### src/rtl/env_sequencer_if.sv
// Register-file and mixer side signals of the envelope sequencer, bundled so the
// controller (master) and the sequencer (slave) share one connection.
interface env_sequencer_if #(
  parameter int NUM_VOICES = 3
);
  logic                       sample_tick_i;
  logic [NUM_VOICES-1:0]      gate_i;
  logic [NUM_VOICES-1:0][7:0] ad_i;
  logic [NUM_VOICES-1:0][7:0] sr_i;
  logic [NUM_VOICES-1:0][7:0] env_level_o;
  logic                       busy_o;
  logic                       done_o;
  logic                       overrun_o;

  modport master (
    output sample_tick_i, gate_i, ad_i, sr_i,
    input  env_level_o, busy_o, done_o, overrun_o
  );

  modport slave (
    input  sample_tick_i, gate_i, ad_i, sr_i,
    output env_level_o, busy_o, done_o, overrun_o
  );
endinterface

### src/rtl/env_sequencer.sv
// Time-multiplexed ADSR envelope sequencer: each sample tick walks every voice
// through one shared update datapath (LOAD then UPDATE per voice).
module env_sequencer #(
  parameter int NUM_VOICES = 3
) (
  input logic            clk_i,
  input logic            rst_ni,
  env_sequencer_if.slave bus
);
  localparam int IDX_W = (NUM_VOICES > 1) ? $clog2(NUM_VOICES) : 1;
  localparam logic [IDX_W-1:0] LAST_IDX = IDX_W'(NUM_VOICES - 1);

  typedef enum logic [1:0] {
    S_IDLE,
    S_LOAD,
    S_UPDATE,
    S_DONE
  } seq_state_t;

  typedef enum logic [2:0] {
    E_OFF,
    E_ATTACK,
    E_DECAY,
    E_SUSTAIN,
    E_RELEASE
  } env_state_t;

  seq_state_t state_q, state_nx;
  logic [IDX_W-1:0] idx_q, idx_nx;
  logic load_en;
  logic vld_p0;
  logic overrun_q;

  env_state_t                 env_st_q [NUM_VOICES];
  logic [NUM_VOICES-1:0][7:0] level_q;
  logic [14:0]                presc_q  [NUM_VOICES];
  logic [NUM_VOICES-1:0]      pgate_q;

  env_state_t  st_p0;
  logic [7:0]  level_p0;
  logic [14:0] presc_p0;
  logic        pgate_p0;
  logic        gate_p0;
  logic [7:0]  ad_p0;
  logic [7:0]  sr_p0;

  env_state_t  st_nx;
  logic [7:0]  level_nx;
  logic [14:0] presc_nx;
  logic [14:0] presc_step;
  logic [7:0]  target;
  logic [3:0]  rate;
  logic        expired;

  function automatic logic [7:0] sat_inc(input logic [7:0] l);
    return (l == 8'hFF) ? 8'hFF : l + 8'd1;
  endfunction

  function automatic logic [7:0] sat_dec(input logic [7:0] l);
    return (l == 8'h00) ? 8'h00 : l - 8'd1;
  endfunction

  function automatic logic rate_expired(input logic [14:0] presc, input logic [3:0] r);
    logic [15:0] limit;
    limit = (16'd1 << r) - 16'd1;
    return {1'b0, presc} >= limit;
  endfunction

  always_ff @(posedge clk_i or negedge rst_ni) begin
    if (!rst_ni) begin
      state_q   <= S_IDLE;
      idx_q     <= '0;
      vld_p0    <= 1'b0;
      overrun_q <= 1'b0;
    end else begin
      state_q   <= state_nx;
      idx_q     <= idx_nx;
      vld_p0    <= load_en;
      overrun_q <= bus.sample_tick_i && (state_q != S_IDLE);
    end
  end

  always_comb begin
    state_nx = state_q;
    idx_nx   = idx_q;
    load_en  = 1'b0;
    case (state_q)
      S_IDLE: begin
        if (bus.sample_tick_i) begin
          state_nx = S_LOAD;
          idx_nx   = '0;
        end
      end
      S_LOAD: begin
        load_en  = 1'b1;
        state_nx = S_UPDATE;
      end
      S_UPDATE: begin
        if (idx_q == LAST_IDX) begin
          state_nx = S_DONE;
        end else begin
          idx_nx   = idx_q + IDX_W'(1);
          state_nx = S_LOAD;
        end
      end
      default: state_nx = S_IDLE;
    endcase
  end

  // Stage p0: latch the selected voice's storage and register inputs
  always_ff @(posedge clk_i) begin
    if (load_en) begin
      st_p0    <= env_st_q[idx_q];
      level_p0 <= level_q[idx_q];
      presc_p0 <= presc_q[idx_q];
      pgate_p0 <= pgate_q[idx_q];
      gate_p0  <= bus.gate_i[idx_q];
      ad_p0    <= bus.ad_i[idx_q];
      sr_p0    <= bus.sr_i[idx_q];
    end
  end

  // Gate edges override the envelope step; otherwise advance by one tick
  always_comb begin
    st_nx    = st_p0;
    level_nx = level_p0;
    presc_nx = presc_p0;
    target   = {sr_p0[7:4], sr_p0[7:4]};
    case (st_p0)
      E_ATTACK:  rate = ad_p0[7:4];
      E_DECAY:   rate = ad_p0[3:0];
      E_RELEASE: rate = sr_p0[3:0];
      default:   rate = 4'd0;
    endcase
    expired    = rate_expired(presc_p0, rate);
    presc_step = expired ? 15'd0 : presc_p0 + 15'd1;

    if (gate_p0 && !pgate_p0) begin
      st_nx    = E_ATTACK;
      presc_nx = '0;
    end else if (!gate_p0 && pgate_p0) begin
      st_nx    = E_RELEASE;
      presc_nx = '0;
    end else begin
      case (st_p0)
        E_ATTACK: begin
          if (level_p0 == 8'hFF) begin
            st_nx    = E_DECAY;
            presc_nx = '0;
          end else begin
            presc_nx = presc_step;
            if (expired) begin
              level_nx = sat_inc(level_p0);
              if (level_nx == 8'hFF) st_nx = E_DECAY;
            end
          end
        end
        E_DECAY: begin
          if (level_p0 <= target) begin
            st_nx    = E_SUSTAIN;
            level_nx = target;
          end else begin
            presc_nx = presc_step;
            if (expired) level_nx = sat_dec(level_p0);
          end
        end
        E_SUSTAIN: level_nx = target;
        E_RELEASE: begin
          if (level_p0 == 8'h00) begin
            st_nx = E_OFF;
          end else begin
            presc_nx = presc_step;
            if (expired) begin
              level_nx = sat_dec(level_p0);
              if (level_nx == 8'h00) st_nx = E_OFF;
            end
          end
        end
        default: begin
          st_nx    = E_OFF;
          level_nx = 8'h00;
        end
      endcase
    end
  end

  // Write-back of the updated voice; reset discards any sweep in flight
  always_ff @(posedge clk_i or negedge rst_ni) begin
    if (!rst_ni) begin
      for (int v = 0; v < NUM_VOICES; v++) begin
        env_st_q[v] <= E_OFF;
        presc_q[v]  <= '0;
      end
      level_q <= '0;
      pgate_q <= '0;
    end else if (vld_p0) begin
      env_st_q[idx_q] <= st_nx;
      level_q[idx_q]  <= level_nx;
      presc_q[idx_q]  <= presc_nx;
      pgate_q[idx_q]  <= gate_p0;
    end
  end

  assign bus.env_level_o = level_q;
  assign bus.busy_o      = (state_q != S_IDLE);
  assign bus.done_o      = (state_q == S_DONE);
  assign bus.overrun_o   = overrun_q;
endmodule
### src/flat_wrapper.sv
// flat-port wrapper written by rule: the top's interface ports become plain ports
module env_sequencer_flat 
#(
  parameter int NUM_VOICES = 3
)
  (clk_i, rst_ni, bus_sample_tick_i, bus_gate_i, bus_ad_i, bus_sr_i, bus_env_level_o, bus_busy_o, bus_done_o, bus_overrun_o);
  env_sequencer_if #(.NUM_VOICES(NUM_VOICES)) bus_i ();
  input logic clk_i;
  input logic rst_ni;
  input wire logic [$bits(bus_i.sample_tick_i)-1:0] bus_sample_tick_i;
  input wire logic [$bits(bus_i.gate_i)-1:0] bus_gate_i;
  input wire logic [$bits(bus_i.ad_i)-1:0] bus_ad_i;
  input wire logic [$bits(bus_i.sr_i)-1:0] bus_sr_i;
  output wire logic [$bits(bus_i.env_level_o)-1:0] bus_env_level_o;
  output wire logic [$bits(bus_i.busy_o)-1:0] bus_busy_o;
  output wire logic [$bits(bus_i.done_o)-1:0] bus_done_o;
  output wire logic [$bits(bus_i.overrun_o)-1:0] bus_overrun_o;
  assign bus_i.sample_tick_i = bus_sample_tick_i;
  assign bus_i.gate_i = bus_gate_i;
  assign bus_i.ad_i = bus_ad_i;
  assign bus_i.sr_i = bus_sr_i;
  assign bus_env_level_o = bus_i.env_level_o;
  assign bus_busy_o = bus_i.busy_o;
  assign bus_done_o = bus_i.done_o;
  assign bus_overrun_o = bus_i.overrun_o;
  env_sequencer #(.NUM_VOICES(NUM_VOICES)) u_core (.clk_i(clk_i), .rst_ni(rst_ni), .bus(bus_i));
endmodule
### config.mk
export PLATFORM = sky130hd
export DESIGN_NAME = env_sequencer_flat
export DESIGN_NICKNAME = d
export VERILOG_FILES = /design/src/rtl/env_sequencer_if.sv /design/src/rtl/env_sequencer.sv /design/src/flat_wrapper.sv
export SDC_FILE = /design/constraint.sdc
export NUM_CORES = 1
export LEC_CHECK = 0
export CORE_ASPECT_RATIO = 0.75
export CORE_MARGIN = 2
export CORE_UTILIZATION = 40
export DETAILED_ROUTE_END_ITERATION = 6
export GPL_TIMING_DRIVEN = 0
export PLACE_DENSITY_LB_ADDON = 0.3
export SETUP_SLACK_MARGIN = 0.05
export SYNTH_ARGS = -nofsm -noshare
export SYNTH_HDL_FRONTEND = slang
export SYNTH_SLANG_ARGS = --single-unit
### constraint.sdc
create_clock -name clk_i -period 4.8 [get_ports clk_i]
set_input_delay 0.96 -clock clk_i [delete_from_list [all_inputs] [get_ports clk_i]]
set_output_delay 0.96 -clock clk_i [all_outputs]
set_load 0.03 [all_outputs]
Word-level counts from Yosys, hierarchy flattened:

Index checks and enable logic that the tools add are counted.

* word-level logic and storage cells: 122
* output and inout port bits: 27
* register bits after elaboration: 131
* bits of input ports: 54

* reductions and logical operators: 13
* bitwise operators: 1
* $lt $le $gt $ge: 6
* eq/ne operators: 12
* muxes and demuxes: 63
* shifts and indexed selects: 1
* add/sub/neg operators: 5

Operators by type and width (count)
* 15-bit 2-to-1 mux: 9
* 8-bit 2-to-1 mux: 13
* 8-bit binary-select mux with 2-bit select: 3
* 45-bit bitwise mux: 1
* 15-bit one-hot mux with 3 select lines: 1
* 3-bit 2-to-1 mux: 12
* 8-bit one-hot mux with 4 select lines: 1
* 15-bit binary-select mux with 2-bit select: 1
* 15-bit demux with 2-bit select: 1
* 24-bit bitwise mux: 1
* 8-bit demux with 2-bit select: 1
* 8-bit equality test, second input constant: 2
* 15-bit by 16-bit greater-or-equal comparator with 1-bit output: 1
* 8-bit logical NOT: 2
* 1-bit by 4-bit << shifter with 16-bit output, first input constant: 1
* 16-bit by 1-bit subtractor with 16-bit output, second input constant: 1
* 15-bit by 1-bit adder with 15-bit output, second input constant: 1
* 3-bit one-hot mux with 4 select lines: 1
* 4-bit one-hot mux with 3 select lines: 1
* 9-bit bitwise mux: 1
* 8-bit by 1-bit adder with 8-bit output, second input constant: 1
* 8-bit <= comparator: 1
* 2-bit 2-to-1 mux: 4
* 8-bit by 1-bit subtractor with 8-bit output, second input constant: 1
* 25 further kinds: 39

Depth between registers and ports, before layout:

* word-level depth: 11
* depth in mapped cells: 25
* depth with buffers taken out: 19

Least setup slack after synthesis:

No wires, ideal clock.

* path type: register -> register
* from: reg u_core.st_p0[0]
* to: reg u_core.level_q (netlist bit u_core.bus.env_level_o[12])
* library setup time: 0.065 ns
* cell stages (with the launch flop): 22
* arrival time: 4.764 ns
* slack: -0.029 ns
* required time: 4.735 ns
* period minus slack after synthesis: 4.829 ns
* buffers on the path: 4
* cells stage by stage: edfxtp_1 -> clkbuf_1 -> nor3b_2 -> a21oi_1 -> clkbuf_1 -> and2_1 -> nand3_1 -> ha_1 -> clkbuf_1 -> clkbuf_1 -> nand3_1 -> o31ai_1 -> a32oi_1 -> ha_1 -> and4_1 -> o2111ai_1 -> a31oi_4 -> o31ai_4 -> or4_1 -> a221o_1 -> a41oi_2 -> mux2_2

* cells in the longest elaborated chain, start to end: 11
* elaborated cells on any way between the ends: 17
* classes of those cells: 1 x add/sub; 1 x order compare; 4 x eq/ne; 1 x shift; 10 x mux

RTL lines
* start, declared: line env_sequencer.sv:39 `env_state_t st_p0;`
* start signal, assigned: line env_sequencer.sv:113 `st_p0 <= env_st_q[idx_q];`
* 3-bit equality test, or another cell as far along: line env_sequencer.sv:129, env_sequencer.sv:145
* 4-bit one-hot mux with 3 select lines: line env_sequencer.sv:129 `case (st_p0)`
* 1-bit by 4-bit << shifter with 16-bit output: line env_sequencer.sv:65 `limit = (16'd1 << r) - 16'd1;`
* 16-bit by 1-bit subtractor with 16-bit output: line env_sequencer.sv:65
* 15-bit by 16-bit greater-or-equal comparator with 1-bit output: line env_sequencer.sv:66 `return {1'b0, presc} >= limit;`
* 8-bit 2-to-1 mux, on equally long branches: line env_sequencer.sv:164, env_sequencer.sv:173, env_sequencer.sv:152
* 8-bit 2-to-1 mux, on equally long branches: line env_sequencer.sv:169, env_sequencer.sv:147, env_sequencer.sv:159
* 8-bit one-hot mux with 4 select lines *: line env_sequencer.sv:145 `case (st_p0)`
* 8-bit 2-to-1 mux *: line env_sequencer.sv:141 `end else if (!gate_p0 && pgate_p0) begin`
* 8-bit 2-to-1 mux *: line env_sequencer.sv:138 `if (gate_p0 && !pgate_p0) begin`
* 24-bit bitwise mux *: line env_sequencer.sv:198 `level_q[idx_q] <= level_nx;`
* end signal, assigned by index: line env_sequencer.sv:198
* end, declared: line env_sequencer.sv:35 `logic [NUM_VOICES-1:0][7:0] level_q;`

Mark *: on every way between the ends. The rest lies on a longest branch, timed or not.
A chain may end at the register's enable or synchronous reset.

Worst setup path in the final report:

* from: reg u_core.st_p0[0]
* to: reg u_core.level_q (netlist bit u_core.bus.env_level_o[18])

Same word-level chain as after synthesis.

==> metrics.md <==
| Metric | Value |
|---|---|
| Max-Cap Viols | 0 |
| CTS sink cnt | 131 |
| Die Y | 126 um |
| PortBufs | 80 |
| Slew headroom | about a third |
| TritonRoute pass-1 iters | 6 |
| CTS tree | done |
| R2R depth | 19 |
| First-pass GRT wire length | 39.8 mm |
| WHS Path Cells | 2 |
| Slowest cell on the critical path | edfxtp_1 |
| Adder-Cell Fraction of Synth Area | 5.26% |
| Ys async rst share | between 60% and 70% |
| CP max stage delay | ~0.46 ns |
| Vias per Instance | around 5.9 |
| Core ar. | 19400 sq um |
| Vias in the first global route | ~7000 |
| Pin count of the biggest net entering global routing | 49 |
| Post-route cell area | 10200 sq um |
| Top delay family on crit path | compound AO/OA/AOI/OAI gates |
| Fraction of layout cells with a size suffix above 1 | around 15% |
| H-tree depth | 4 |
| Crit path required time | 5.09 ns |
| Detailed-route wire length | 25.7 mm |
| Number of fill cells in the layout | 1745 |
| Count leader, synth | nand2_1 |
| Worst EP arrival | 4.92 ns |
| Ys flop type | dfrtp_1 |
| Yosys reg bits | about 130 |
| Synthesis Warnings | 0 |
| Compound-Gate Fraction of Synth Area | 23.7% |
| WP depth | 19 |
| Hold Buf Count CTS | 0 |
| Buffers & Inverters on Critical Path | 4 |
| Starting Density | 40.9% |
| Yosys top cell area share | 27.4% |
| Detail Route Antenna Nets | 0 |
| Final setup fails | 0 |
| Post-synthesis simple-gate area fraction | 15.2% |
| Mux contribution to synthesized area | 7.37% |
| Net count after synthesis | 932 |
| Antenna cell count | 0 |
| Final Max Tran Viols | 0 |
| Seq/Total Area, Yosys | 44.0% |
| Fin crit period | 4.63 ns |
| Hpwl dp | between 15 and 20 mm |
| Residual DRC count | 0 |
| DP Area | roughly 9100 sq um |
| Cell taking the most area after synthesis | dfrtp_1 |
| Nets | 1059 |
| Post-synth EDFFs | 44 |
| RePlAce Congestion | 0.978 |
| Most common library cells after synthesis | nand2_1 (121), o21ai_0 (93), dfrtp_1 (87) |
| Die area | 21000 sq um |
| Num ports | 81 |
| P&R area growth vs syn | 28.9% |
| Final Core Density | 52.7% |
| Die X | around 170 um |
| Worst-skew pair later-pin latency | approximately 0.43 ns |
| Crit path cell chain | buf_8 -> nor3b_4 -> buf_4 -> buf_6 -> a21o_1 -> nand3_4 -> ha_4 -> buf_6 -> a21o_1 -> a21oi_2 -> ha_1 -> o21a_1 -> o2111ai_4 -> a31oi_4 -> o31a_1 -> a32o_1 -> a221o_1 -> a221oi_4 -> a21oi_1 |
| Worst min-delay path class | flop to flop |
| Post-Synthesis Cell Area | between 7000 and 8000 sq um |
| Clock root buffer | clkbuf_16 |
| Maximum clock insertion buffer count | 2 |
| GRT overflow | 0 |
| Final hold violations | 0 |
| CTS Buf Count | 17 |
| Final worst path period share | 96.5% |
| Critical Path Fanout Max | 6 |
| Setup CP Type | flop to flop |
| Area contributors post-synth | dfrtp_1 (27%), edfxtp_1 (17%), o21ai_0 (5.9%) |
| Worst Setup End Kind | flop |
| Run status | finished clean |
| XOR/XNOR Fraction of Synth Area | 0.662% |
| Slew @ Worst Pin | 0.992 ns |
| Initial antenna violation count | 0 |
| Rows | between 40 and 50 |
| Mean Syn Cell Area | 9.38 sq um |
| Crit start category | flop |
| Clock Skews | between 0.009 and 0.01 ns |
| RSZ-0062 raised after global routing | yes |
| Largest family of logic cells by synthesized area | compound AO/OA/AOI/OAI gates |
| Clk slew on worst S/H paths | 0.07 ns |
| Post-DR wirelength/cell | 20.7 um |
| Vias after detailed routing | approximately 7300 |
| Drt initial violations | 850 |
| Gr usage total | 24.4% |
| Distinct cell type count after synthesis | 78 |
| Gate Count Post-Synth | 847 |
| Max Freq | 216 MHz |
[final timing paths]
check,start,endpoint,slack (ns)
worst max register to register,u_core.st_p0[0],u_core.bus.env_level_o[18],0.17
max in group asynchronous,rst_ni,u_core.env_st_q[5],3.66
worst max-delay path,u_core.st_p0[0],u_core.bus.env_level_o[18],0.17
min in group asynchronous,rst_ni,u_core.presc_q[5],0.52
worst min-delay path,u_core.env_st_q[5],u_core.env_st_q[5],0.48
worst min register to register,u_core.env_st_q[5],u_core.env_st_q[5],0.48
[layer usage]
layer / vias to the layer above / GRT usage (%) / share of wire [%]
met4: 0 / 5.98 / 1.2
met1: 3545 / 36.4 / 47
met5: - / 0 / 0
met2: 349 / 35.1 / 42
met3: 32 / 6.57 / 9.4
li1: 3421 / - / -
[final cells by class]
type | count | area [sq um] | share of cell area (%)
buffer | 47 | 239 | 2.33
sequential | 131 | 3500 | 34.2
clock inverter | 15 | 133 | 1.30
clock buffer | 17 | 425 | 4.15
timing repair buffer | 108 | 1060 | 10.3
tap | 253 | 317 | 3.09
multi-input combinational | 645 | 4480 | 43.7
inverter | 24 | 92.6 | 0.904
[per-stage QoR]
| step | instances | worst slack, ns | TNS, ns | hold WS [ns] |
|---|---|---|---|---|
| 6_report | 1240 | 0.166 | 0 | 0.483 |
| 3_3_place_gp | 1180 | -1.36 | -108.58 | 0.461 |
| 4_1_cts | 1224 | 0.0649 | 0 | 0.484 |
| 2_1_floorplan | 847 | 0.0830 | 0 | 0.448 |
| 3_5_place_dp | 1182 | -1.49 | -76.49 | 0.470 |
| 5_1_grt | 1240 | -0.0410 | -0.114 | 0.516 |
[worst reg2reg max path, delay by kind of cell, from the launching register on]
family | cells | cell delay (ns)
adders and majority gates | 2 | 0.44
buffers and inverters | 4 | 0.59
and+or+nand+nor | 2 | 0.40
AOI/OAI and AO/OA | 11 | 2.62
DFF | 1 | 0.46
[cells by family (layout without fill, tap and decap cells)]
kind of cell / count (synthesis) / in the layout
xor+xnor: 6 / 6
fa+ha+maj: 34 / 34
flops: 131 / 131
simple gates: 263 / 263
buf+inv: 72 / 211
compound gates: 284 / 285
mux: 57 / 57
[cell usage in the layout, fill, tap and decap left out, types with 6 or more instances in the layout]
master             n
nand2_1          121
o21ai_0           88
dfrtp_1           87
clkdlybuf4s50_1   79
nor2_1            47
mux2i_1           45
edfxtp_1          44
a21oi_1           38
clkbuf_1          30
ha_1              30
buf_4             25
inv_1             23
a22o_1            21
o21ai_1           17
clkbuf_16         17
nor3_1            16
nand3_1           16
a21oi_2           11
o31ai_1           10
a31oi_1           10
and2_1             9
mux2_2             9
nand2b_1           8
a22oi_1            7
and3_1             7
buf_2              6
a211oi_1           6
inv_6              6
[what timing repair did]
item                       in CTS  in global routing
setup endpoints to repair      78                 78
pin swaps                       7                 22
gates resized for setup        36                 52
gates cloned                    1                  1
setup buffers                  10                 15
[flip-flops by register name (all words and copies together), names as in the netlist]
signal / count
u_core.state_q: 2
u_core.gate_p0: 1
u_core.bus.env_level_o: 24
u_core.st_p0: 3
u_core.idx_q: 2
u_core.level_p0: 8
u_core.env_st_q: 9
u_core.presc_q: 45
u_core.bus.overrun_o: 1
u_core.ad_p0: 8
u_core.pgate_q: 3
u_core.pgate_p0: 1
u_core.presc_p0: 15
u_core.sr_p0: 8
u_core.vld_p0: 1
Power is not shown: default switching activity piles up to over one toggle a cycle in this logic, so the estimate is an artifact.
